===== config.mk =====
export PLATFORM = sky130hd
export DESIGN_NAME = pprm_inv_sbox_pipe
export DESIGN_NICKNAME = d
export VERILOG_FILES = /design/src/rtl/pprm_inv_sbox_pipe.sv
export SDC_FILE = /design/constraint.sdc
export NUM_CORES = 1
export LEC_CHECK = 0
export CAP_MARGIN = 20
export CELL_PAD_IN_SITES_DETAIL_PLACEMENT = 0
export CELL_PAD_IN_SITES_GLOBAL_PLACEMENT = 2
export CORE_MARGIN = 3
export CORE_UTILIZATION = 25
export DETAILED_ROUTE_END_ITERATION = 10
export GPL_ROUTABILITY_DRIVEN = 0
export PLACE_DENSITY = 0.56
export RECOVER_POWER = 100
export SLEW_MARGIN = 20
export SYNTH_ARGS = -nofsm -noshare
export SYNTH_HDL_FRONTEND = slang
export SYNTH_SLANG_ARGS = --single-unit

===== constraint.sdc =====
create_clock -name clk -period 3.6 [get_ports clk]
set_input_delay 0.72 -clock clk [delete_from_list [all_inputs] [get_ports clk]]
set_output_delay 0.72 -clock clk [all_outputs]
set_load 0.005 [all_outputs]

===== src/rtl/pprm_inv_sbox_pipe.sv =====
// rtl/pprm_inv_sbox_pipe.sv - pipelined AES inverse S-box, three-stage composite-field inverter
//
// Purpose: out_data = InvSBox(in_data). The inverse affine transform is followed by
//   a GF((2^4)^2) inverter split over three registered stages behind an elastic
//   valid/ready handshake (capacity 3, one byte per cycle, no bubbles).
// Ports:
//   clk        rising-edge clock
//   rst        asynchronous active-high reset
//   in_valid   in_data is valid
//   in_ready   block accepts in_data this cycle (combinational on out_ready)
//   in_data    ciphertext-side byte
//   out_valid  out_data is valid
//   out_ready  downstream accepts out_data this cycle
//   out_data   InvSBox(in_data)
//   busy       any pipeline stage holds a valid byte
//   out_parity ^out_data, registered with out_data (only with PPRM_INV_PARITY_EN)
// Optional feature macro: PPRM_INV_PARITY_EN

module pprm_inv_sbox_pipe (
  input  logic       clk,
  input  logic       rst,
  input  logic       in_valid,
  output logic       in_ready,
  input  logic [7:0] in_data,
  output logic       out_valid,
  input  logic       out_ready,
  output logic [7:0] out_data,
  output logic       busy
`ifdef PPRM_INV_PARITY_EN
  ,
  output logic       out_parity
`endif
);

  // GF(2^4) multiply, polynomial basis mod x^4+x+1.
  function automatic logic [3:0] gf4_mul(input logic [3:0] a, input logic [3:0] b);
    logic [3:0] r;
    logic [3:0] t;
    r = 4'h0;
    t = a;
    for (int i = 0; i < 4; i++) begin
      if (b[i]) r = r ^ t;
      t = {t[2:0], 1'b0} ^ (t[3] ? 4'h3 : 4'h0);
    end
    return r;
  endfunction

  // GF(2^4) inverse; 0 maps to 0, which carries the 0 -> 0 rule through the inverter.
  function automatic logic [3:0] gf4_inv(input logic [3:0] a);
    logic [3:0] r;
    r = 4'h0;
    for (int j = 1; j < 16; j++) begin
      if (gf4_mul(a, 4'(j)) == 4'h1) r = 4'(j);
    end
    return r;
  endfunction

  // Composite element {h,l} = h*y + l with y^2 = y + lam.
  function automatic logic [7:0] cmul(input logic [7:0] a, input logic [7:0] b,
                                      input logic [3:0] lam);
    logic [3:0] hh;
    logic [3:0] hi;
    logic [3:0] lo;
    hh = gf4_mul(a[7:4], b[7:4]);
    hi = hh ^ gf4_mul(a[7:4], b[3:0]) ^ gf4_mul(a[3:0], b[7:4]);
    lo = gf4_mul(hh, lam) ^ gf4_mul(a[3:0], b[3:0]);
    return {hi, lo};
  endfunction

  // Smallest lam making y^2+y+lam irreducible over GF(2^4) (no t with t^2+t = lam).
  function automatic logic [3:0] find_lambda();
    logic [3:0] res;
    logic       irr;
    logic       found;
    res   = 4'h0;
    found = 1'b0;
    for (int l = 1; l < 16; l++) begin
      irr = 1'b1;
      for (int t = 0; t < 16; t++) begin
        if ((gf4_mul(4'(t), 4'(t)) ^ 4'(t)) == 4'(l)) irr = 1'b0;
      end
      if (irr && !found) begin
        res   = 4'(l);
        found = 1'b1;
      end
    end
    return res;
  endfunction

  // A root of x^8+x^4+x^3+x+1 inside the composite field; x^i -> alpha^i is the basis change.
  function automatic logic [7:0] find_alpha(input logic [3:0] lam);
    logic [7:0] c;
    logic [7:0] c2;
    logic [7:0] c4;
    logic [7:0] ev;
    logic [7:0] res;
    logic       found;
    res   = 8'h00;
    found = 1'b0;
    for (int k = 2; k < 256; k++) begin
      c  = 8'(k);
      c2 = cmul(c, c, lam);
      c4 = cmul(c2, c2, lam);
      ev = cmul(c4, c4, lam) ^ c4 ^ cmul(c2, c, lam) ^ c ^ 8'h01;
      if (ev == 8'h00 && !found) begin
        res   = c;
        found = 1'b1;
      end
    end
    return res;
  endfunction

  // Row r of the map matrix: bit i is bit r of alpha^i.
  function automatic logic [63:0] build_fwd_rows(input logic [7:0] alpha, input logic [3:0] lam);
    logic [63:0] rows;
    logic [7:0]  pw;
    rows = 64'h0;
    pw   = 8'h01;
    for (int i = 0; i < 8; i++) begin
      for (int r = 0; r < 8; r++) rows[r*8+i] = pw[r];
      pw = cmul(pw, alpha, lam);
    end
    return rows;
  endfunction

  // Gauss-Jordan inverse of the 8x8 GF(2) map matrix.
  function automatic logic [63:0] build_inv_rows(input logic [63:0] fwd);
    logic [63:0] a;
    logic [63:0] v;
    logic [7:0]  tmp;
    logic        found;
    a = fwd;
    v = 64'h0;
    for (int r = 0; r < 8; r++) v[r*8+r] = 1'b1;
    for (int c = 0; c < 8; c++) begin
      found = 1'b0;
      for (int p = c; p < 8; p++) begin
        if (!found && a[p*8+c]) begin
          found = 1'b1;
          tmp = a[p*8+:8]; a[p*8+:8] = a[c*8+:8]; a[c*8+:8] = tmp;
          tmp = v[p*8+:8]; v[p*8+:8] = v[c*8+:8]; v[c*8+:8] = tmp;
        end
      end
      for (int r = 0; r < 8; r++) begin
        if (r != c && a[r*8+c]) begin
          a[r*8+:8] = a[r*8+:8] ^ a[c*8+:8];
          v[r*8+:8] = v[r*8+:8] ^ v[c*8+:8];
        end
      end
    end
    return v;
  endfunction

  function automatic logic [7:0] mat_apply(input logic [63:0] rows, input logic [7:0] x);
    logic [7:0] y;
    for (int r = 0; r < 8; r++) y[r] = ^(rows[r*8+:8] & x);
    return y;
  endfunction

  localparam logic [3:0]  LAMBDA   = find_lambda();
  localparam logic [7:0]  ALPHA    = find_alpha(LAMBDA);
  localparam logic [63:0] FWD_ROWS = build_fwd_rows(ALPHA, LAMBDA);
  localparam logic [63:0] INV_ROWS = build_inv_rows(FWD_ROWS);

  logic       r_v1, r_v2, r_v3;
  logic [3:0] r_s1_a, r_s1_b, r_s1_c;
  logic [3:0] r_s2_a, r_s2_b, r_s2_cinv;
  logic [7:0] r_s3_data;
  logic       w_adv1, w_adv2, w_adv3;
  logic [7:0] w_b, w_z;
  logic [3:0] w_c, w_cinv, w_hi, w_lo;
  logic [7:0] w_out;

  assign w_adv3 = !r_v3 || out_ready;
  assign w_adv2 = !r_v2 || w_adv3;
  assign w_adv1 = !r_v1 || w_adv2;

  assign in_ready  = w_adv1;
  assign out_valid = r_v3;
  assign out_data  = r_s3_data;
  assign busy      = r_v1 | r_v2 | r_v3;

  // S1: inverse affine, basis change, norm C = A^2*lam + A*L + L^2 with A = high, B = A^L.
  assign w_b = {in_data[6:0], in_data[7]} ^ {in_data[4:0], in_data[7:5]}
             ^ {in_data[1:0], in_data[7:2]} ^ 8'h05;
  assign w_z = mat_apply(FWD_ROWS, w_b);
  assign w_c = gf4_mul(gf4_mul(w_z[7:4], w_z[7:4]), LAMBDA)
             ^ gf4_mul(w_z[7:4], w_z[3:0]) ^ gf4_mul(w_z[3:0], w_z[3:0]);

  // S2: invert the norm in GF(2^4).
  assign w_cinv = gf4_inv(r_s1_c);

  // S3: inverse = (A*C^-1) y + (B*C^-1), then back to the polynomial basis.
  assign w_hi  = gf4_mul(r_s2_a, r_s2_cinv);
  assign w_lo  = gf4_mul(r_s2_b, r_s2_cinv);
  assign w_out = mat_apply(INV_ROWS, {w_hi, w_lo});

`ifdef PPRM_INV_PARITY_EN
  logic r_s3_par;
  assign out_parity = r_s3_par;
`endif

  always_ff @(posedge clk or posedge rst) begin
    if (rst) begin
      r_v1      <= 1'b0;
      r_v2      <= 1'b0;
      r_v3      <= 1'b0;
      r_s1_a    <= 4'h0;
      r_s1_b    <= 4'h0;
      r_s1_c    <= 4'h0;
      r_s2_a    <= 4'h0;
      r_s2_b    <= 4'h0;
      r_s2_cinv <= 4'h0;
      r_s3_data <= 8'h00;
`ifdef PPRM_INV_PARITY_EN
      r_s3_par  <= 1'b0;
`endif
    end else begin
      if (w_adv3) begin
        r_v3      <= r_v2;
        r_s3_data <= w_out;
`ifdef PPRM_INV_PARITY_EN
        r_s3_par  <= ^w_out;
`endif
      end
      if (w_adv2) begin
        r_v2      <= r_v1;
        r_s2_a    <= r_s1_a;
        r_s2_b    <= r_s1_b;
        r_s2_cinv <= w_cinv;
      end
      if (w_adv1) begin
        r_v1   <= in_valid;
        r_s1_a <= w_z[7:4];
        r_s1_b <= w_z[7:4] ^ w_z[3:0];
        r_s1_c <= w_c;
      end
    end
  end

endmodule


Word level (Yosys, flattened, before mapping)
Cells that the tools add are included.
- register bits after elaboration: 35
- latch bits: 0
- bits in writable memories: 0
- memory bits (read-only): 0
- input port bits: 12
- output and inout port bits: 11
- word-level logic and storage cells: 152
- memories kept: 0
- $add $sub $neg: 0
- multiply operators: 0
- divide/modulo/power cells: 0
- magnitude comparators: 0
- equal/unequal tests: 15
- shift operators: 0
- mux-type cells: 53
- bitwise operators: 52
- reductions and logical operators: 22
- operator list (kind ; count):
    $reduce_xor A8 Y1 ; 16
    $xor A4 B4 Y4 ; 30
    $mux W4 ; 28
    $xor A4 B2 Y4 ; 17
    $eq A4 B1 Y1 const B ; 15
    $mux W2 ; 20
    $xor A8 B8 Y8 ; 2
    $mux W3 ; 4
    $logic_not A1 Y1 ; 3
    $logic_or A1 B1 Y1 ; 3
    $not A2 Y2 ; 1
    $or A1 B1 Y1 ; 2
    $mux W1 ; 1

Longest topological paths before layout
- depth in word-level cells: 19
- depth in mapped cells: 15
- mapped depth without buffers: 13

Least setup slack after synthesis
Ideal clock, no wire load.
- path kind: input -> register
- start point: in in_data[7]
- end point: reg r_s1_c[2]
- setup time: 0.082 ns
- data arrival time: 3.772 ns
- required time: 3.518 ns
- slack: -0.254 ns
- stages on the path: 15
- buffers on the path: 2
- path through: buf_2 -> xnor2_1 -> xnor2_2 -> inv_2 -> ha_1 -> clkbuf_1 -> inv_1 -> ha_1 -> xnor2_1 -> nor2b_1 -> a211oi_1 -> a21oi_1 -> xnor2_1 -> or4_1 -> a31oi_1
- elaborated cells on any way between the ends: 46
- those cells by class: mux: 17; bitwise: 23; reduce/logical: 6
- RTL lines (item ; line ; source):
    start: declaration ; 24 ; input logic [7:0] in_data,
    $xor A8 B8 Y8 * ; 185 ; ^ {in_data[1:0], in_data[7:2]} ^ 8'h05;
    $reduce_xor A8 Y1 * ; 156 ; for (int r = 0; r < 8; r++) y[r] = ^(rows[r*8+:8] & x);
    via w_z[7] ; 170 ; logic [7:0] w_b, w_z;
    $mux W4 / $mux W2 (equally long branches) ; 42, 43 ;
    $xor A4 B4 Y4 / $xor A4 B2 Y4 (equally long branches) ; 42, 43 ;
    $mux W4 / $xor A4 B2 Y4 (equally long branches) ; 42, 43 ;
    $xor A4 B4 Y4 ; 42 ; if (b[i]) r = r ^ t;
    $mux W4 ; 42 ;
    $xor A4 B4 Y4 ; 42 ;
    $mux W4 ; 42 ;
    $mux W2 / $xor A4 B2 Y4 (equally long branches) ; 43 ; t = {t[2:0], 1'b0} ^ (t[3] ? 4'h3 : 4'h0);
    $xor A4 B2 Y4 / $mux W2 (equally long branches) ; 43 ;
    $xor A4 B2 Y4 (2 in series) ; 43 ;
    $xor A4 B4 Y4 * (2 in series) ; 188 ; ^ gf4_mul(w_z[7:4], w_z[3:0]) ^ gf4_mul(w_z[3:0], w_z[3:0]);
    end signal: assignment ; 236 ; r_s1_c <= w_c;
    end: declaration ; 166 ; logic [3:0] r_s1_a, r_s1_b, r_s1_c;
Mark *: on every way through the listed nets, which the timed path passes. The rest lies on a longest branch.
A chain may end at the register's enable or synchronous reset.

Final worst setup path
- start point: in in_data[2]
- end point: reg r_s1_c[2]
- word-level cells in the longest chain between the ends: 16
- elaborated cells on any way between the ends: 47
- those cells by class: mux: 18; bitwise: 23; reduce/logical: 6
- RTL lines (item ; line ; source):
    $xor A8 B8 Y8 * ; 184 ; assign w_b = {in_data[6:0], in_data[7]} ^ {in_data[4:0], in_data[7:5]}
    $xor A8 B8 Y8 * ; 185 ;
    $reduce_xor A8 Y1 * ; 156 ;
    via w_z[7] ; 170 ;
    $mux W4 / $mux W2 (equally long branches) ; 42, 43 ;
    $xor A4 B4 Y4 / $xor A4 B2 Y4 (equally long branches) ; 42, 43 ;
    $mux W4 / $xor A4 B2 Y4 (equally long branches) ; 42, 43 ;
    $xor A4 B4 Y4 ; 42 ;
    $mux W4 ; 42 ;
    $xor A4 B4 Y4 ; 42 ;
    $mux W4 ; 42 ;
    $mux W2 / $xor A4 B2 Y4 (equally long branches) ; 43 ;
    $xor A4 B2 Y4 / $mux W2 (equally long branches) ; 43 ;
    $xor A4 B2 Y4 (2 in series) ; 43 ;
    $xor A4 B4 Y4 * (2 in series) ; 188 ;
Marks and branches as above.

==> metrics <==
critical path's slowest cell clkdlybuf4s50_1; WL/cell approximately 14 µm; cell mode on critical path xnor2_2; CP max FO 3; buffer and inverter count on the worst path 3; Leak Pwr 1.64 nW; total CTS buffers 5; Crit Path Category input pin to register; Final Hold Vio Count 0; # setup viols final 0; max_cap viols 1; hold_ws 0.470 ns; CP top delay family XOR/XNOR gates; number of synthesized flops with an enable pin 0; IO Pins 23; Syn Nets 421; Slew Limit Headroom -28.4%; VDD IR max 0.342 mV; slew of the pin with the lowest slew margin between 1.5 and 2 ns; ys async rst share 100%; Synth Cell Area 3320 µm²; Critical Path RT 3.79 ns; vias in the first global route 2686; drt via density 4.66; worst r2r path cells 8; Mapped Cells 399; Yosys warnings 0; register area share after synthesis 26.4%; first-pass GRT wire length 13800 µm; die area ~15000 µm²; die height 121 µm; setup_tns 0 ns; status finished with violations; Final Max Slew Viols 36; Tmin final 3.33 ns; critical path depth 14; total congestion overflow 0; min-delay worst type register to register; overall power 4.31 mW; Starting DRT DRC Count 140; largest net degree at the start of global routing 36; CP endpoint kind register; clock sinks 35; Psw 1.94 mW; detailed-route DRC error count 0; HPWL after DPL 6310 µm; Worst path max stage delay around 0.5 ns; cell chain of the critical path clkdlybuf4s50_1 > xnor2_2 > xnor2_2 > inv_2 > ha_4 > inv_1 > ha_4 > xnor2_2 > nor2b_1 > a211oi_1 > a21oi_1 > xnor2_1 > or4_1 > a31oi_1; DP Cell Count 588; dominant synthesized flop cell dfrtp_1; Critical R2R Launch r_s1_c[3]; commonest non-fill, non-tap cells in the layout xnor2_1, nand2_1, dfrtp_1, nor2_1, a21oi_1; failing checks max-capacitance violations, max-slew violations; port bufs 22; Core Region approximately 13000 µm²; Reg area 876 µm²; H-tree levels 2; post-cts resize count 0; Post-CTS Hold Buffers 0; switching share of power 45.1%; Internal 2.37 mW; Clk Latency, worst-skew pair 0.28 ns; Synth Register Bits 35; total length of routed wires 8180 µm; RSZ-0062 raised after global routing false; share of power burned in registers 18.4%; Worst EP arrival about 3.5 ns; initial core utilization 26.0%; FF-to-FF End r_s2_cinv[0]; Die W 121 µm; CP startpoint in_data[2]; Fin Clk Skew 0.00871 ns; Syn Area/Cell 8.31 µm²; area delta synth->final 20.6%; clock share of power between 10% and 20%; CTS clk-pin slew, worst paths 0.06 ns; Layout Cells excl Fill 596; Synth cell types 52; most common cell after layout, fill and taps aside xnor2_1; final period utilization 92.6%; DRT antenna net count 0; PD cells 1080 nW/µm²; clk buf depth 2; TritonRoute pass-1 iters 6; antenna violations before repair 1; antenna fix cells 0; NumNets Final 445; total number of vias 2777; maximum clock frequency 300 MHz; GR Util All Layers 11.6%; share of layout cells above drive strength 1 12.0%; Worst setup endpoint r_s1_c[2]; reg2reg setup slack 0.80 ns; Root Buffer clkbuf_16; FILL cells 1367; Post-CTS Setup Inserts 0; Multi-input gate area 2310 µm²; Rows 41; crit start category input pin; CTS tree yes; Comb power frac between 70 and 80%
worst register-to-register path: cells and delay by family (launching register included):
family                   cells  cell delay [ns]
adder cells (fa/ha/maj)      1             0.75
AO/OA/AOI/OAI                6             1.08
flip-flops                   1             0.47
AND/OR/NAND/NOR              1             0.42
synth_stat cells, types with 2 or more instances:
cell type  number  area (µm²)
nor4bb_1        2        20.0
nand4_1         2        12.5
buf_2           3        15.0
nand2b_1       13        81.3
o221ai_1        2        17.5
xnor3_1         2        45.0
nor3b_1         3        22.5
dfrtp_1        35         876
nor2_1         33         124
xor2_1         21         184
o311ai_0        2        17.5
a21oi_1        31         155
a22oi_1         4        30.0
inv_1           8        30.0
or3_1           2        12.5
clkbuf_1       23        86.3
mux2i_1         5        50.1
o22ai_1         3        18.8
o21ai_0        19        95.1
xnor2_2         4        65.1
o211a_1         3        30.0
o211ai_1        3        22.5
nor2b_1         6        37.5
nor3_1          2        10.0
a31oi_1        10        62.6
and3_1          6        37.5
a21o_1          2        15.0
xor3_1          2        47.6
ha_1           10         125
o31ai_1         6        45.0
xnor2_1        48         420
mux2_2         13         146
buf_4           2        15.0
and3b_1         2        17.5
nand2_1        45         169
nand3_1         6        30.0
sequential cells by signal, indices dropped and copies added, names as in the netlist:
signal	flops
out_data	8
out_valid	1
r_s1_a	4
r_s1_b	4
r_s1_c	4
r_s2_a	4
r_s2_b	4
r_s2_cinv	4
r_v1	1
r_v2	1
final cells by class:
cell class	instances	area share [%]
clock inverter	3	1.10
timing repair buffer	47	9.76
tap	172	5.38
multi-input combinational	325	57.9
sequential	35	21.9
clock buffer	5	3.13
inverter	9	0.845
cell families (layout without fill, tap and decap cells):
logic type	after synthesis	count (layout)	share of synthesized area (%)
simple gates	127	127	18.5
buf+inv	39	64	4.98
flops	35	35	26.4
fa+ha+maj	11	11	4.08
compound gates	92	92	17.2
xor+xnor	77	77	23.0
mux	18	18	5.92
stage by stage:
step	cell area, µm²	utilization, %	setup slack [ns]
6_report	4000	31.3	0.268
5_1_grt	4000	31.3	0.0681
4_1_cts	4020	31.4	0.269
3_5_place_dp	3850	30.1	-0.0181
3_3_place_gp	3850	30.1	0.0160
2_1_floorplan	3360	-	0.0136
per-layer routing:
layer  vias up  GRT usage, %  wire [µm]
met5         -             0          0
met1      1301          15.4       3900
met3         5          1.82        262
met2        38          20.1       3950
met4         0          2.17         65
li1       1433             -          -
worst min path at each step:
stage	from	endpoint	cells after the start
floorplan	r_v1	r_v2	1
global placement	out_data[2]	out_data[2]	2
detailed placement	out_data[2]	out_data[2]	2
CTS	out_data[2]	out_data[2]	2
global route	out_data[7]	out_data[7]	2
finish	out_data[7]	out_data[7]	2
power by group through the flow:
stage	combinational (mW)	clock, mW	sequential (mW)
floorplan	2.52	0	0.698
global placement	3.07	0	0.803
detailed placement	3.08	0	0.808
CTS	3.09	0.506	0.800
global route	3.43	0.522	0.834
finish	3.02	0.490	0.792
Power figures use the tool's default switching activity.
